## src/rtl/exe_hazard_ctrl.sv

```systemverilog
// EXE-stage hazard controller: load-use and HI/LO stalls, registered forwarding
// selects for the EXE operand muxes, and the MDU busy/countdown sequencer.
module exe_hazard_ctrl #(
  parameter int                 ALUOP_W = 6,
  parameter int                 MUL_LAT = 4,
  parameter int                 DIV_LAT = 32,
  parameter logic [ALUOP_W-1:0] OP_MULT = 6'h18,
  parameter logic [ALUOP_W-1:0] OP_MFHI = 6'h10
) (
  input  logic               clk,
  input  logic               rst,
  input  logic               i_ID_valid,
  input  logic [4:0]         i_ID_rs,
  input  logic [4:0]         i_ID_rt,
  input  logic               i_ID_useRs,
  input  logic               i_ID_useRt,
  input  logic [ALUOP_W-1:0] i_ID_ALUop,
  input  logic [4:0]         i_EXE_WRA,
  input  logic               i_EXE_regWe,
  input  logic               i_EXE_isLoad,
  input  logic [4:0]         i_MEM_WRA,
  input  logic               i_MEM_regWe,
  output logic               o_stallIF,
  output logic               o_stallID,
  output logic               o_flushEXE,
  output logic [1:0]         o_fwdA,
  output logic [1:0]         o_fwdB,
  output logic               o_mduStart,
  output logic               o_mduBusy,
  output logic               o_mduDone
);

  localparam logic [ALUOP_W-1:0] OP_MULTU = ALUOP_W'(OP_MULT + 1);
  localparam logic [ALUOP_W-1:0] OP_DIV   = ALUOP_W'(OP_MULT + 2);
  localparam logic [ALUOP_W-1:0] OP_DIVU  = ALUOP_W'(OP_MULT + 3);
  localparam logic [ALUOP_W-1:0] OP_MFLO  = ALUOP_W'(OP_MFHI + 2);

  localparam int MAX_LAT = (DIV_LAT > MUL_LAT) ? DIV_LAT : MUL_LAT;
  localparam int CNT_W   = $clog2(MAX_LAT);
  localparam logic [CNT_W-1:0] MUL_CNT = CNT_W'(MUL_LAT - 1);
  localparam logic [CNT_W-1:0] DIV_CNT = CNT_W'(DIV_LAT - 1);

  typedef enum logic {IDLE, RUN} state_t;

  state_t           state, state_nxt;
  logic [CNT_W-1:0] cnt, cnt_nxt;

  logic       mdu_op, is_div, hilo_op;
  logic       rs_hit_load, rt_hit_load, load_use, mdu_hazard;
  logic       stall, accept;
  logic [1:0] fwd_a_nxt, fwd_b_nxt;

  always_comb begin
    is_div  = (i_ID_ALUop == OP_DIV) || (i_ID_ALUop == OP_DIVU);
    mdu_op  = is_div || (i_ID_ALUop == OP_MULT) || (i_ID_ALUop == OP_MULTU);
    hilo_op = mdu_op || (i_ID_ALUop == OP_MFHI) || (i_ID_ALUop == OP_MFLO);
  end

  // Register 0 never matches because the EXE destination is required nonzero.
  always_comb begin
    rs_hit_load = i_ID_useRs && (i_ID_rs == i_EXE_WRA);
    rt_hit_load = i_ID_useRt && (i_ID_rt == i_EXE_WRA);
    load_use    = i_ID_valid && i_EXE_isLoad && i_EXE_regWe && (i_EXE_WRA != 5'd0)
                  && (rs_hit_load || rt_hit_load);
    mdu_hazard  = i_ID_valid && hilo_op && (state == RUN);
    stall       = load_use || mdu_hazard;
    accept      = i_ID_valid && !stall;
  end

  assign o_stallIF  = stall && !rst;
  assign o_stallID  = stall && !rst;
  assign o_flushEXE = stall && !rst;
  assign o_mduBusy  = (state == RUN);
  assign o_mduDone  = (state == RUN) && (cnt == '0) && !rst;

  // The EXE-stage producer is newer than the MEM-stage one, so it wins.
  always_comb begin
    fwd_a_nxt = 2'b00;
    fwd_b_nxt = 2'b00;
    if (accept) begin
      if (i_ID_useRs && (i_ID_rs != 5'd0)) begin
        if (i_EXE_regWe && (i_ID_rs == i_EXE_WRA))      fwd_a_nxt = 2'b01;
        else if (i_MEM_regWe && (i_ID_rs == i_MEM_WRA)) fwd_a_nxt = 2'b10;
      end
      if (i_ID_useRt && (i_ID_rt != 5'd0)) begin
        if (i_EXE_regWe && (i_ID_rt == i_EXE_WRA))      fwd_b_nxt = 2'b01;
        else if (i_MEM_regWe && (i_ID_rt == i_MEM_WRA)) fwd_b_nxt = 2'b10;
      end
    end
  end

  always_comb begin
    state_nxt = state;
    cnt_nxt   = cnt;
    case (state)
      IDLE: begin
        if (accept && mdu_op) begin
          state_nxt = RUN;
          cnt_nxt   = is_div ? DIV_CNT : MUL_CNT;
        end
      end
      RUN: begin
        if (cnt != '0) cnt_nxt = cnt - 1'b1;
        else           state_nxt = IDLE;
      end
      default: state_nxt = IDLE;
    endcase
  end

  always_ff @(posedge clk) begin
    if (rst) begin
      state      <= IDLE;
      cnt        <= '0;
      o_fwdA     <= 2'b00;
      o_fwdB     <= 2'b00;
      o_mduStart <= 1'b0;
    end else begin
      state      <= state_nxt;
      cnt        <= cnt_nxt;
      o_fwdA     <= fwd_a_nxt;
      o_fwdB     <= fwd_b_nxt;
      o_mduStart <= accept && mdu_op;
    end
  end

endmodule

```

## config.mk

```make
export PLATFORM = sky130hd
export DESIGN_NAME = exe_hazard_ctrl
export DESIGN_NICKNAME = d
export VERILOG_FILES = /design/src/rtl/exe_hazard_ctrl.sv
export SDC_FILE = /design/constraint.sdc
export NUM_CORES = 1
export LEC_CHECK = 0
export BUFFER_PORTS_ARGS = -buffer_cell sky130_fd_sc_hd__buf_4
export CORE_MARGIN = 5
export CORE_UTILIZATION = 25
export CTS_CLUSTER_DIAMETER = 150
export DETAILED_ROUTE_END_ITERATION = 7
export GPL_ROUTABILITY_DRIVEN = 1
export GPL_TIMING_DRIVEN = 0
export SETUP_SLACK_MARGIN = 0.4
export SLEW_MARGIN = 5
export SYNTH_ARGS = -nofsm -noshare
export SYNTH_HDL_FRONTEND = slang
export SYNTH_SLANG_ARGS = --single-unit
```

## constraint.sdc

```tcl
create_clock -name clk -period 5.7 [get_ports clk]
set_clock_uncertainty 0.2 [all_clocks]
set_input_delay 1.14 -clock clk [delete_from_list [all_inputs] [get_ports clk]]
set_output_delay 1.14 -clock clk [all_outputs]
set_load 0.05 [all_outputs]
```

==> key figures, run 1 <==
STA
  • Worst Max-Slew Pin Slew: between 0.4 and 0.5 ns
  • Final Hold Fails: 0
  • Setup violations, final: 0
  • Fmax: 239 MHz
  • Unrepaired setup endpoints after global routing: false
  • Final Max Tran Viols: 0
  • Relative slew slack: between 60 and 70%
  • Post-Route Setup TNS: 0 ns
  • Fin crit share: 73.5%
  • Final min period: ~4.2 ns

Global routing
  • Busiest grt layer: met2
  • Grt met2 use: about 21%
  • Initial antenna violation count: 0
  • Vias in the first global route: between 1,000 and 1,500
  • Met1 Use GR: between 10% and 20%
  • All-Layer GR Usage: 11.0%
  • Maximum number of pins on one net before global-route repair: 11
  • Gr ovfl total: 0
  • GRT met3 Usage: about 3.8%
  • First-pass GRT wire length: about 4600 um

Synthesis
  • Main combinational cell family by area after synthesis: simple AND/OR/NAND/NOR gates
  • Ys flop type: dfxtp_1
  • Synthesized instance count: around 110
  • Sequential-to-total area share from yosys stat: 23.6%
  • Cell accounting for the most synthesized area: dfxtp_1
  • Syn_area_per_cell: roughly 8.7 sq um
  • Ys async rst share: 0%
  • Yosys top cell area share: around a quarter
  • Commonest cells in the netlist: xnor2_1 (16), dfxtp_1 (11), nand2_1 (8)
  • Distinct cells, synth: 43
  • Post-synth EDFFs: 0
  • Post-Synth Adder-Cell Area: around 2.7%
  • Simple-Gate Fraction of Synth Area: 28.7%
  • Post-Synth XOR/XNOR Area: approximately a fifth
  • Area contributors post-synth: dfxtp_1 (24%), xnor2_1 (15%), xor2_1 (4.7%)
  • Synth Register Bits: 11
  • Syn Nets: 143
  • Top-count cell post-synth: xnor2_1
  • Post-synthesis mux area share: under 10%
  • Synth Area in Compound Gates: 20.9%
  • Cell area after synthesis: 932 sq um
  • Warnings, synthesis: 0

Critical path
  • R2R cell count: 5
  • Crit end category: output pin
  • Reg2reg end: cnt[3]$_SDFFE_PP0P_
  • CP max FO: 6
  • Setup crit start kind: input pin
  • Worst Path Arrival: about 2.9 ns
  • WP data required: 4.36 ns
  • Reg2reg start: o_mduBusy$_SDFF_PP0_
  • Critical path class: input pin to output pin
  • FF-to-FF setup slack: about 3.7 ns

Run
  • Max-cap violations: 0

Min path
  • Hold Path Stages: 2
  • Hold_sp: cnt[4]$_SDFFE_PP0P_
  • Hold EP: cnt[4]$_SDFFE_PP0P_
  • Hold Path Class: register to register

Drt
  • Final wirelength: roughly 2700 um
  • Avg WL per Cell: approximately 13 um
  • ANT nets after route: 0
  • Drt drc: 0
  • 1st-iter DRT viols: 38
  • Vias per inst: ~4.8
  • Vias after detailed routing: between 900 and 1,000
  • Number of iterations in the first detailed-routing pass: 4

Floorplanning
  • Core outline area: between 3000 and 4000 sq um
  • Starting Density: 25.7%
  • Die W: a little over 70 um
  • Io pins: 44
  • Die H: 71.1 um
  • Die Footprint: between 5000 and 6000 sq um
  • Standard-cell row count: 22

Clock network
  • CTS tree: yes
  • H-tree levels: 1
  • Post-CTS setup buffers: 0
  • Worst-path clk slew: 0.05 ns
  • CTS sink count: 11
  • CTS Hold Bufs: 0
  • Max Root-Sink Buffers: 2
  • CTS Buf Count: 3
  • Clk_lat worst skew: approximately 0.24 ns
  • Clk root buf: clkbuf_8
  • PostCTS Resize Cnt: 0

Final layout
  • Area Growth Syn to Fin: 46.0%
  • Layout filler cell count: about 400
  • Sequential Area: ~220 sq um
  • Multi-input logic area: just under 700 sq um
  • Share of cells above drive strength 1: between 30% and 40%
  • ANT cells: 0
  • Number of nets in the layout: ~190

Power
  • Lkg Pwr: 0.000534 uW
  • Pwr Density: roughly 170 nW/um^2
  • Peak VDD IR: roughly 0.000057 V
  • Tot Pwr: approximately 230 uW

Run status
  • Status: finished, final reports clean

Placed design
  • Detailed placer's ending HPWL: roughly 2300 um
  • GP Congestion: 0.818
  • Port bufs: 43
-- cells by family (layout without fill, tap and decap cells) --
kind of cell / after synthesis / in the layout
muxes: 1 / 1
and+or+nand+nor: 43 / 43
buffers and inverters: 6 / 53
DFF: 11 / 11
AOI/OAI and AO/OA: 23 / 23
adders and majority gates: 2 / 2
xor gates and xnor gates: 21 / 21
-- power by group --
group | internal, uW | switching (uW)
clock network | 48.2 | 31.4
registers | 78.6 | 1.57
logic | 35.5 | 31.6
-- critical path: stages --
cell and delay (ns):
buf_4 0.13, xnor2_1 0.15, nand3_1 0.13, o32ai_2 0.49, a32oi_1 0.09, nor3b_1 0.34
buf_4 0.17, buf_4 0.18
-- through the flow --
stage	cells	setup WS (ns)	hold WS [ns]	instance area [sq um]	util (%)
6_report	202	1.51	0.316	1360	37.5
3_3_place_gp	198	1.55	0.290	1320	36.2
5_1_grt	202	1.23	0.334	1360	37.5
3_5_place_dp	198	1.50	0.316	1320	36.2
4_1_cts	202	1.49	0.324	1360	37.5
2_1_floorplan	107	0.801	0.274	932	-
-- registers in the layout, indices dropped and copies added (netlist names) --
name	count
cnt	5
o_fwdB	2
o_fwdA	2
o_mduBusy	1
o_mduStart	1
-- metal layers --
layer	vias to the layer above	wire length, um
li1	484	-
met1	440	1020
met2	38	1450
met3	4	225
met4	0	12
met5	-	0
-- final cells by class --
| type | instances | share of cell area [%] |
|---|---|---|
| sequential | 11 | 16.2 |
| multi-input combinational | 90 | 50.1 |
| clock inverter | 1 | 0.368 |
| buffer | 3 | 1.38 |
| clock buffer | 3 | 3.03 |
| tap | 48 | 4.41 |
| inverter | 3 | 0.827 |
| timing repair buffer | 43 | 23.7 |
-- how the worst max path moves through the flow --
| stage | to | cells past startpoint | slack [ns] | startpoint |
|---|---|---|---|---|
| 5_1_grt | o_stallID | 8 | 1.23 | i_EXE_WRA[3] |
| 3_5_place_dp | o_stallIF | 8 | 1.50 | i_EXE_WRA[0] |
| 6_report | o_stallIF | 8 | 1.51 | i_EXE_WRA[0] |
| 2_1_floorplan | o_stallID | 6 | 0.80 | i_EXE_WRA[4] |
| 3_3_place_gp | o_stallIF | 8 | 1.55 | i_EXE_WRA[0] |
| 4_1_cts | o_stallIF | 8 | 1.49 | i_EXE_WRA[0] |
-- layout by cell type, fill, tap and decap left out, types with 2 or more instances in the layout --
master,n
dfxtp_1,11
nor4_1,2
nand2_1,8
and4_1,2
xnor2_1,16
inv_1,3
nor2_1,5
or4_1,2
o211ai_1,2
a21boi_1,3
nor3_1,2
buf_4,45
xor2_1,5
clkbuf_8,3
a21oi_1,3
nor2b_1,2
nand2b_1,2
a31oi_1,2
nand3b_1,3
nor3b_1,2
nand3_1,5
ha_1,2
o22ai_1,2
(Power assumes the default switching activity.)
==> run 2: changes to the inputs <==
clock period = 3.5 ns   (was 5.7 ns; I/O delays follow)
==> run 2 against run 1 <==
Against the previous run: largest power group is now combinational cells; via count up 2.4%; power grew 72%; first-iteration DRC count is 29% lower; worst hold slack got worse by 0.0016 ns.
==> key figures, run 2 (synthesized netlist as in run 1, its figures left out) <==
Floorplanning
  • Starting Density: 25.7% (unchanged)
  • Core outline area: 3630 sq um (unchanged)
  • Die W: 71.1 um (unchanged)
  • Io pins: 44 (unchanged)
  • Die H: 71.1 um (unchanged)
  • Die Footprint: 5050 sq um (unchanged)
  • Standard-cell row count: 22 (unchanged)

Global routing
  • Gr ovfl total: 0 (unchanged)
  • Initial antenna violation count: 0 (unchanged)
  • All-Layer GR Usage: 11.7% (+0.68 points)
  • Vias in the first global route: 1,105 (+4.8%)
  • First-pass GRT wire length: 4800 um (+4.4%)
  • Maximum number of pins on one net before global-route repair: 11 (unchanged)

Final layout
  • Max FFs per register: 5 (unchanged)
  • Reg with most FFs: cnt
  • Share of cells above drive strength 1: 44.7% (+7.6 points)
  • Area Growth Syn to Fin: 67.8%
  • Number of nets in the layout: 196 (+2.6%)
  • Sequential Area: 220 sq um (unchanged)
  • Biggest regs: cnt x5, o_fwdA x2, o_fwdB x2
  • ANT cells: 0 (unchanged)
  • Layout filler cell count: 370 (-8.0%)
  • Multi-input logic area: 791 sq um (+16%)
  • Commonest non-fill, non-tap cell in the layout: buf_4
  • Commonest non-fill, non-tap cells in the layout: buf_4 (39), xnor2_1 (11), dfxtp_1 (11)

Drt
  • Met3 wire length: 227 um (+0.89%)
  • Vias after detailed routing: 989 (+2.4%)
  • Met2 WL: 1510 um (+4.3%)
  • 1st-iter DRT viols: 27 (-29%)
  • Wl on met1: 1050 um (+3.4%)
  • ANT nets after route: 0 (unchanged)
  • Drt drc: 0 (unchanged)
  • Vias per inst: 4.78 (about the same)
  • Number of iterations in the first detailed-routing pass: 4 (unchanged)
  • Highest metal used: met4
  • Avg WL per Cell: 13.5 um (+1.0%)
  • Final wirelength: 2800 um (+3.5%)

STA
  • Fin crit share: a little under 90%
  • Unrepaired setup endpoints after global routing: false
  • Worst Max-Slew Pin Slew: 0.489 ns (-0.0000460 ns)
  • Fmax: around 330 MHz
  • Final Hold Fails: 0 (unchanged)
  • Final Max Tran Viols: 0 (unchanged)
  • Setup violations, final: 0 (unchanged)
  • Post-Route Setup TNS: 0 ns (unchanged)
  • Final min period: approximately 3.1 ns
  • Relative slew slack: 67.4% (about the same)

Clock network
  • CTS sink count: 11 (unchanged)
  • CTS Buf Count: 3 (unchanged)
  • Clk root buf: clkbuf_8
  • Worst-path clk slew: 0.05 ns (about the same)
  • CTS Hold Bufs: 0 (unchanged)
  • Max Root-Sink Buffers: 2 (unchanged)
  • H-tree levels: 1 (unchanged)
  • Clk_lat worst skew: 0.24 ns (about the same)
  • CTS tree: yes

Critical path
  • Worst Path Arrival: 2.16 ns (-0.69 ns)
  • Setup crit start kind: input pin
  • Critical path class: input pin to output pin
  • Crit end category: output pin
  • CP max FO: 3 (-3)
  • WP data required: 2.60 ns (-1.76 ns)

Power
  • Lkg Pwr: 0.000620 uW (+16%)
  • Tot Pwr: 390 uW (+72%)
  • Peak VDD IR: 0.0000859 V (+51%)
  • Pwr Density: 249 nW/um^2 (+49%)

Run status
  • Status: finished, final reports clean

Placed design
  • Port bufs: 43 (unchanged)
  • GP Congestion: 0.828 (+1.3%)
  • Detailed placer's ending HPWL: 2440 um (+4.3%)

Run
  • Max-cap violations: 0 (unchanged)

Min path
  • Hold Path Class: register to register
[run 2: cell count changes in the layout (fill, tap and decap cells not counted), moves of 2 or more]
cell,delta
xnor2_1,-5
xnor2_4,+3
xnor2_2,+2
buf_6,+7
buf_8,+4
buf_4,-6
[run 2: per-layer routing]
metal | global-route usage [%] | vias to the layer above
met3 | 4.12 | 2
met4 | 2.30 | 0
met2 | 22.8 | 36
li1 | - | 497
met1 | 11.8 | 454
met5 | 0 | -
[run 2: layout make-up]
type	count	share of cell area, %
clock buffers	3	2.64
inverters	3	0.720
repair buffers	48	26.2
well taps	48	3.84
multi-input cells	90	50.6
flip-flops and latches	11	14.1
plain buffers	3	1.68
clock inverters	1	0.320
[run 2: stage by stage]
stage | setup WS (ns) | util (%) | std cells | hold slack (ns) | area, sq um
floorplan | 0.368 | - | 107 | 0.274 | 1040
finish | 0.439 | 43.0 | 207 | 0.315 | 1560
global placement | 0.347 | 39.1 | 198 | 0.291 | 1420
CTS | 0.412 | 41.3 | 204 | 0.318 | 1500
detailed placement | 0.338 | 39.1 | 198 | 0.302 | 1420
global route | 0.376 | 43.0 | 207 | 0.320 | 1560
[run 2: worst paths after layout]
kind              slack, ns  cells past startpoint            startpoint                   to
setup / recovery       0.44                      7          i_EXE_WRA[4]            o_stallIF
hold / removal         0.31                      2   cnt[4]$_SDFFE_PP0P_  cnt[4]$_SDFFE_PP0P_
setup reg to reg       1.52                      5  o_mduBusy$_SDFF_PP0_  cnt[3]$_SDFFE_PP0P_
hold reg to reg        0.31                      2   cnt[4]$_SDFFE_PP0P_  cnt[4]$_SDFFE_PP0P_
[run 2: repair_timing]
item | in CTS | in global routing
setup buffers | 2 | 3
gates resized for setup | 5 | 9
cloned | 0 | 0
pin swaps | 4 | 8
endpoints found under the setup margin | 2 | 3
[run 2: critical path, stage by stage]
cell     delay, ns
buf_6         0.11
or4_4         0.54
o211a_4       0.25
a32oi_2       0.20
nor3b_4       0.08
buf_6         0.14
buf_8         0.14
[run 2: power by group]
part | total (uW) | internal, uW | switching [uW]
Sequential | 131 | 128 | 2.50
Combinational | 133 | 73.1 | 60.1
Clock | 126 | 78.1 | 47.5
